--- config.mk ---
export PLATFORM = sky130hd
export DESIGN_NAME = nmi_source_ctrl_flat
export DESIGN_NICKNAME = d
export VERILOG_FILES = /design/src/rtl/nmi_source_ctrl_if.sv /design/src/rtl/nmi_source_ctrl.sv /design/src/flat_wrapper.sv
export SDC_FILE = /design/constraint.sdc
export NUM_CORES = 1
export LEC_CHECK = 0
export ABC_CLOCK_PERIOD_IN_PS = 1920
export CORE_MARGIN = 4
export CORE_UTILIZATION = 54
export DETAILED_ROUTE_END_ITERATION = 8
export GPL_TIMING_DRIVEN = 0
export HOLD_SLACK_MARGIN = 0.1
export MAX_ROUTING_LAYER = met4
export PLACE_DENSITY = 0.87
export SYNTH_ARGS = -nofsm -noshare
export SYNTH_HDL_FRONTEND = slang
export SYNTH_SLANG_ARGS = --single-unit
--- constraint.sdc ---
create_clock -name clock -period 1.92 [get_ports clock]
set_input_delay 0.48 -clock clock [delete_from_list [all_inputs] [get_ports clock]]
set_output_delay 0.48 -clock clock [all_outputs]
set_load 0.05 [all_outputs]
--- src/rtl/nmi_source_ctrl_if.sv ---
// Handshake bundle between the NMI source controller and its surroundings:
// peripheral request lines, mask, CPU acknowledge and the controller's status.
interface nmi_source_ctrl_if;
  logic [3:0] irq;
  logic [3:0] irq_mask;
  logic       nmi_ack;
  logic       clr_err;
  logic       nmi;
  logic [1:0] nmi_id;
  logic [3:0] pending;
  logic       active;
  logic       timeout_err;

  modport master (output irq, irq_mask, nmi_ack, clr_err,
                  input  nmi, nmi_id, pending, active, timeout_err);
  modport slave  (input  irq, irq_mask, nmi_ack, clr_err,
                  output nmi, nmi_id, pending, active, timeout_err);
endinterface

--- src/rtl/nmi_source_ctrl.sv ---
// NMI source controller: latches four peripheral request edges as pending,
// picks one, pulses nmi with a stable nmi_id and follows nmi_ack through
// acceptance (low) and ISR return (high) before issuing the next request.
// Optional: define NMI_SRC_RR_PRIORITY_EN for round-robin selection instead
// of fixed lowest-index priority.
// PULSE_CYCLES >= 2, GAP_CYCLES >= 1, ACK_TIMEOUT > PULSE_CYCLES.
module nmi_source_ctrl #(
  parameter int PULSE_CYCLES = 4,
  parameter int ACK_TIMEOUT  = 64,
  parameter int GAP_CYCLES   = 2
) (
  input  logic               clock,
  input  logic               reset,
  nmi_source_ctrl_if.slave   bus
);
  localparam int PCW = $clog2(PULSE_CYCLES);
  localparam int TCW = $clog2(ACK_TIMEOUT + 1);
  localparam int GCW = $clog2(GAP_CYCLES + 1);

  typedef enum logic [2:0] {IDLE, ASSERT, WAIT_ACCEPT, IN_SERVICE, GAP} state_t;

  state_t         state_q, state_d;
  logic [3:0]     irq_q, pend_q, pend_d, clr_vec, rise, elig;
  logic           ack_m, ack_s;
  logic           nmi_q, nmi_d, act_q, act_d, terr_q, terr_d, acc_q, acc_d, set_to;
  logic [1:0]     id_q, id_d, win_id;
  logic [PCW-1:0] pcnt_q, pcnt_d;
  logic [TCW-1:0] tcnt_q, tcnt_d;
  logic [GCW-1:0] gcnt_q, gcnt_d;

  assign rise = bus.irq & ~irq_q;
  assign elig = pend_q & bus.irq_mask;

`ifdef NMI_SRC_RR_PRIORITY_EN
  logic [1:0] last_q, last_d, idx;
  logic       found;

  // Round-robin pick: search starts one past the last line that entered service
  always_comb begin
    win_id = 2'd0;
    found  = 1'b0;
    idx    = 2'd0;
    for (int k = 0; k < 4; k++) begin
      idx = last_q + 2'(k) + 2'd1;
      if (!found && elig[idx]) begin
        win_id = idx;
        found  = 1'b1;
      end
    end
  end
`else
  // Fixed priority pick: lowest eligible index wins
  always_comb begin
    win_id = 2'd0;
    for (int k = 3; k >= 0; k--) begin
      if (elig[k]) win_id = 2'(k);
    end
  end
`endif

  // Next-state and next-output logic of the request/acknowledge sequencer
  always_comb begin
    state_d = state_q;
    nmi_d   = nmi_q;
    id_d    = id_q;
    act_d   = act_q;
    acc_d   = acc_q;
    pcnt_d  = pcnt_q;
    tcnt_d  = tcnt_q;
    gcnt_d  = gcnt_q;
    clr_vec = 4'b0000;
    set_to  = 1'b0;
`ifdef NMI_SRC_RR_PRIORITY_EN
    last_d  = last_q;
`endif
    case (state_q)
      IDLE: begin
        if ((|elig) && ack_s) begin
          state_d = ASSERT;
          nmi_d   = 1'b1;
          id_d    = win_id;
          act_d   = 1'b1;
          acc_d   = 1'b0;
          pcnt_d  = PCW'(PULSE_CYCLES - 1);
          tcnt_d  = '0;
        end
      end
      ASSERT: begin
        tcnt_d = tcnt_q + TCW'(1);
        if (!ack_s) acc_d = 1'b1;
        if (pcnt_q == '0) begin
          nmi_d = 1'b0;
          if (acc_q || !ack_s) begin
            state_d      = IN_SERVICE;
            clr_vec[id_q] = 1'b1;
`ifdef NMI_SRC_RR_PRIORITY_EN
            last_d       = id_q;
`endif
          end else begin
            state_d = WAIT_ACCEPT;
          end
        end else begin
          pcnt_d = pcnt_q - PCW'(1);
        end
      end
      WAIT_ACCEPT: begin
        tcnt_d = tcnt_q + TCW'(1);
        if (!ack_s) begin
          state_d       = IN_SERVICE;
          clr_vec[id_q] = 1'b1;
`ifdef NMI_SRC_RR_PRIORITY_EN
          last_d        = id_q;
`endif
        end else if (tcnt_q >= TCW'(ACK_TIMEOUT - 1)) begin
          // CPU never accepted: flag it, keep the pending bit for a retry
          set_to  = 1'b1;
          act_d   = 1'b0;
          state_d = GAP;
          gcnt_d  = GCW'(GAP_CYCLES - 1);
        end
      end
      IN_SERVICE: begin
        if (ack_s) begin
          act_d   = 1'b0;
          state_d = GAP;
          gcnt_d  = GCW'(GAP_CYCLES - 1);
        end
      end
      GAP: begin
        if (gcnt_q == '0) state_d = IDLE;
        else              gcnt_d  = gcnt_q - GCW'(1);
      end
      default: state_d = IDLE;
    endcase
    // A new edge on a line being cleared must survive
    pend_d = (pend_q & ~clr_vec) | rise;
    terr_d = set_to | (terr_q & ~bus.clr_err);
  end

  // State, counters, edge detector and ack synchronizer (ack idles high)
  always_ff @(posedge clock or negedge reset) begin
    if (!reset) begin
      state_q <= IDLE;
      irq_q   <= '0;
      pend_q  <= '0;
      ack_m   <= 1'b1;
      ack_s   <= 1'b1;
      nmi_q   <= 1'b0;
      id_q    <= '0;
      act_q   <= 1'b0;
      terr_q  <= 1'b0;
      acc_q   <= 1'b0;
      pcnt_q  <= '0;
      tcnt_q  <= '0;
      gcnt_q  <= '0;
    end else begin
      state_q <= state_d;
      irq_q   <= bus.irq;
      pend_q  <= pend_d;
      ack_m   <= bus.nmi_ack;
      ack_s   <= ack_m;
      nmi_q   <= nmi_d;
      id_q    <= id_d;
      act_q   <= act_d;
      terr_q  <= terr_d;
      acc_q   <= acc_d;
      pcnt_q  <= pcnt_d;
      tcnt_q  <= tcnt_d;
      gcnt_q  <= gcnt_d;
    end
  end

`ifdef NMI_SRC_RR_PRIORITY_EN
  // Last line that entered service; 3 so line 0 is searched first after reset
  always_ff @(posedge clock or negedge reset) begin
    if (!reset) last_q <= 2'd3;
    else        last_q <= last_d;
  end
`endif

  assign bus.nmi         = nmi_q;
  assign bus.nmi_id      = id_q;
  assign bus.pending     = pend_q;
  assign bus.active      = act_q;
  assign bus.timeout_err = terr_q;
endmodule

--- src/flat_wrapper.sv ---
// flat-port wrapper written by rule: the top's interface ports become plain ports
module nmi_source_ctrl_flat 
#(
  parameter int PULSE_CYCLES = 4,
  parameter int ACK_TIMEOUT  = 64,
  parameter int GAP_CYCLES   = 2
)
  (clock, reset, bus_irq, bus_irq_mask, bus_nmi_ack, bus_clr_err, bus_nmi, bus_nmi_id, bus_pending, bus_active, bus_timeout_err);
  nmi_source_ctrl_if bus_i ();
  input  logic clock;
  input  logic reset;
  input wire logic [$bits(bus_i.irq)-1:0] bus_irq;
  input wire logic [$bits(bus_i.irq_mask)-1:0] bus_irq_mask;
  input wire logic [$bits(bus_i.nmi_ack)-1:0] bus_nmi_ack;
  input wire logic [$bits(bus_i.clr_err)-1:0] bus_clr_err;
  output wire logic [$bits(bus_i.nmi)-1:0] bus_nmi;
  output wire logic [$bits(bus_i.nmi_id)-1:0] bus_nmi_id;
  output wire logic [$bits(bus_i.pending)-1:0] bus_pending;
  output wire logic [$bits(bus_i.active)-1:0] bus_active;
  output wire logic [$bits(bus_i.timeout_err)-1:0] bus_timeout_err;
  assign bus_i.irq = bus_irq;
  assign bus_i.irq_mask = bus_irq_mask;
  assign bus_i.nmi_ack = bus_nmi_ack;
  assign bus_i.clr_err = bus_clr_err;
  assign bus_nmi = bus_i.nmi;
  assign bus_nmi_id = bus_i.nmi_id;
  assign bus_pending = bus_i.pending;
  assign bus_active = bus_i.active;
  assign bus_timeout_err = bus_i.timeout_err;
  nmi_source_ctrl #(.PULSE_CYCLES(PULSE_CYCLES), .ACK_TIMEOUT(ACK_TIMEOUT), .GAP_CYCLES(GAP_CYCLES)) u_core (.clock(clock), .reset(reset), .bus(bus_i));
endmodule
==> results.json <==
{
  "comb_power_share": 0.467,
  "cts_root_buffer": "clkbuf_4",
  "nets": 195,
  "irDropWorstVdd_uv": 953.0,
  "critPathLaunchType": "register",
  "cts_hold_buf": 0,
  "ctsResizeCount": 9,
  "grt_pass1_vias": 1298,
  "totalWireLength_um": 3239,
  "power_frac_clock": 0.179,
  "clock_sink_count": 30,
  "overflow": 0,
  "clockBufferDepth": 2,
  "h-tree-depth": 2,
  "die_y_um": 61.93,
  "cts_made_buffers": 5,
  "std_cell_rows": 19,
  "drt_iter0_drc": 41,
  "syn_inst": 153,
  "yosysUniqueCellTypes": 51,
  "fill_cells": 229,
  "rsz0062_at_grt": "false",
  "remaining_drc_errors": 0,
  "path_depth": 1,
  "hold_violations": 0,
  "cp-startpoint": "u_core.bus.nmi_id[1]",
  "critPathMaxStageDelay_ns": 0.56,
  "wire_per_inst_um": 15.28,
  "start_util": 0.5694,
  "critPathKind": "register to output pin",
  "critPathMaxFanout": 5,
  "synth_area_per_cell_um2": 10.26,
  "cellLeakagePower_uw": 0.0008252,
  "seq_power_share": 0.354,
  "setup_viol": 0,
  "die_x_um": 61.93,
  "cts_tree": "done",
  "clkTransAtPathRegs_ns": 0.10,
  "antenna_left": 0,
  "arrival_ns": 1.33,
  "grt_util_all_layers": 0.2107,
  "reg2reg_to": "u_core.tcnt_q[4]",
  "place_congestion": 0.8526,
  "cp_top_family": "buffers and inverters",
  "p_per_area_nw_per_um2": 1491,
  "dpl.hpwl_um": 2402,
  "finalCritPeriodShare": 0.9428,
  "r2r_slack_ns": 0.26,
  "grt_pass1_wl_um": 5623,
  "port_buffers": 20,
  "end_kind": "output pin",
  "p_sw_uw": 1204,
  "cp_num_buf_inv": 1,
  "fin_util": 0.6788,
  "multiInputGateArea_um2": 710.7,
  "vias": 1288,
  "diodes": 0,
  "io_pins": 21,
  "grt_max_degree": 31,
  "status": "finished, final reports clean",
  "finalCriticalPeriod_ns": 1.810,
  "seqCellArea_um2": 753.2,
  "die_area_um2": 3835,
  "final.setup_skew_ns": 0.01050,
  "synthFlopType": "dfrtp_1",
  "tightest_slew_ns": 0.6394,
  "dr.pass1.iters": 4,
  "worst_ep_required_time_ns": 1.44,
  "maxCapViolations": 0,
  "reg2regPathDepth": 4,
  "layout-drive-gt1-share": 0.1326,
  "core_area_um2": 2758,
  "via_per_inst": 6.075,
  "synthArstFlopShare": 1.000,
  "worst_skew_pair.late_latency_ns": 0.33,
  "yosysWarnings": 0,
  "syn_nets": 168,
  "area_growth_pct": 19.20,
  "synth.yosys.seq_area_share": 0.4797,
  "hold_class": "primary input to async pin",
  "maxClockFrequency_mhz": 552.4,
  "relSlewSlack": 0.5738,
  "p_sw_frac": 0.4314,
  "cts_setup_buffers": 0,
  "synth_area_um2": 1570,
  "placed_area_um2": 1809,
  "stdcell_area_um2": 1872,
  "cp_cell_sequence": "dlygate4sd2_1",
  "synth_edf_count": 0,
  "ys_ff_latch": 30,
  "antenna_found_initial": 0,
  "maxSlewViolCount": 0,
  "cp_slowest_cell": "dlygate4sd2_1",
  "r2r-start": "u_core.ack_s",
  "p_int_uw": 1587
}
## Yosys cell counts, drive strengths merged (3+ instances only)
master   n  area, µm²
a21o     3      22.52
nor2     3      11.26
mux2i    6      60.06
dfrtp   28      700.7
buf      5      38.78
nand2    9      33.78
nor3     4      20.02
o21ai   11      58.81
o41ai    4      35.03
nand2b   5      31.28
a22o     3      27.53
ha       3      37.54
inv     16      60.06
a21oi   13      65.06
nand3    5      25.02
## final cells by class
class,instances,area share
plain buffers,7,0.02473
clock buffers,6,0.02206
clock inverters,2,0.02005
inverters,16,0.03209
multi-input cells,100,0.3797
flip-flops and latches,30,0.4024
well taps,31,0.02072
repair buffers,20,0.09826
## cells in the final DEF, fill, tap and decap left out, types with 3 or more instances in the layout
| master | instances |
|---|---|
| nand2_1 | 9 |
| o41ai_1 | 4 |
| ha_1 | 3 |
| dlygate4sd2_1 | 9 |
| buf_4 | 3 |
| clkbuf_1 | 3 |
| dfrtp_1 | 28 |
| mux2i_1 | 6 |
| inv_1 | 16 |
| nand3_1 | 5 |
| nand2b_1 | 5 |
| nor3_1 | 4 |
| o21ai_0 | 10 |
| a21o_1 | 3 |
| clkdlybuf4s50_1 | 10 |
| nor2_1 | 3 |
| a21oi_1 | 13 |
| clkbuf_4 | 5 |
## cell families after synthesis
logic type               Yosys count  synth area share
buffers and inverters             23           0.06773
flip-flops                        30            0.4797
adder cells (fa/ha/maj)            3           0.02391
XOR/XNOR                           1          0.005579
AND/OR/NAND/NOR                   38            0.1474
AO/OA/AOI/OAI                     52            0.2375
multiplexers                       6           0.03825
## how the worst max path moves through the flow
stage                             to  slack, ns
finish                 bus_nmi_id[1]       0.11
global route           bus_nmi_id[0]       0.05
CTS                    bus_nmi_id[0]       0.10
detailed placement  u_core.pcnt_q[0]      -0.15
global placement    u_core.pcnt_q[0]      -0.11
floorplan           u_core.pcnt_q[0]       0.30
## worst reg2reg max path, cell delays in order (launching register included)
cell	delay (ns)
dfstp_2	0.62
nor2b_2	0.36
o211ai_2	0.19
a21oi_1	0.22
mux2i_1	0.20
## state kept, by name, indices dropped and copies added (netlist names), 2 cells and up
| register | count |
|---|---|
| u_core.bus.pending | 4 |
| u_core.bus.nmi_id | 2 |
| u_core.pcnt_q | 2 |
| u_core.tcnt_q | 7 |
| u_core.irq_q | 4 |
| u_core.gcnt_q | 2 |
| u_core.state_q | 3 |
## metrics by stage
stage               std cells  setup TNS [ns]  power (µW)  hold WS, ns  setup slack (ns)
floorplan                 153               0        1971       0.1844            0.3021
global placement          204          -3.070        2287       0.3461           -0.1076
detailed placement        204          -4.367        2338       0.3570           -0.1487
CTS                       212               0        2799       0.3712            0.1035
global route              212               0        2999       0.1978           0.05016
finish                    212               0        2791       0.1549            0.1098
## metal layers
metal | vias to the layer above | wire length (µm) | GRT usage
li1 | 619 | - | -
met1 | 618 | 1396 | 0.2378
met2 | 43 | 1576 | 0.3468
met3 | 8 | 203 | 0.06612
met4 | 0 | 61 | 0.08485
met5 | - | 0 | -
## power by group through the flow
| stage | combinational (µW) | sequential, µW | clock [µW] |
|---|---|---|---|
| 2_1_floorplan | 793 | 1180 | 0 |
| 3_3_place_gp | 1300 | 985 | 0 |
| 3_5_place_dp | 1340 | 996 | 0 |
| 4_1_cts | 1310 | 983 | 511 |
| 5_1_grt | 1440 | 1010 | 550 |
| 6_report | 1300 | 987 | 500 |
(Power assumes the default switching activity.)
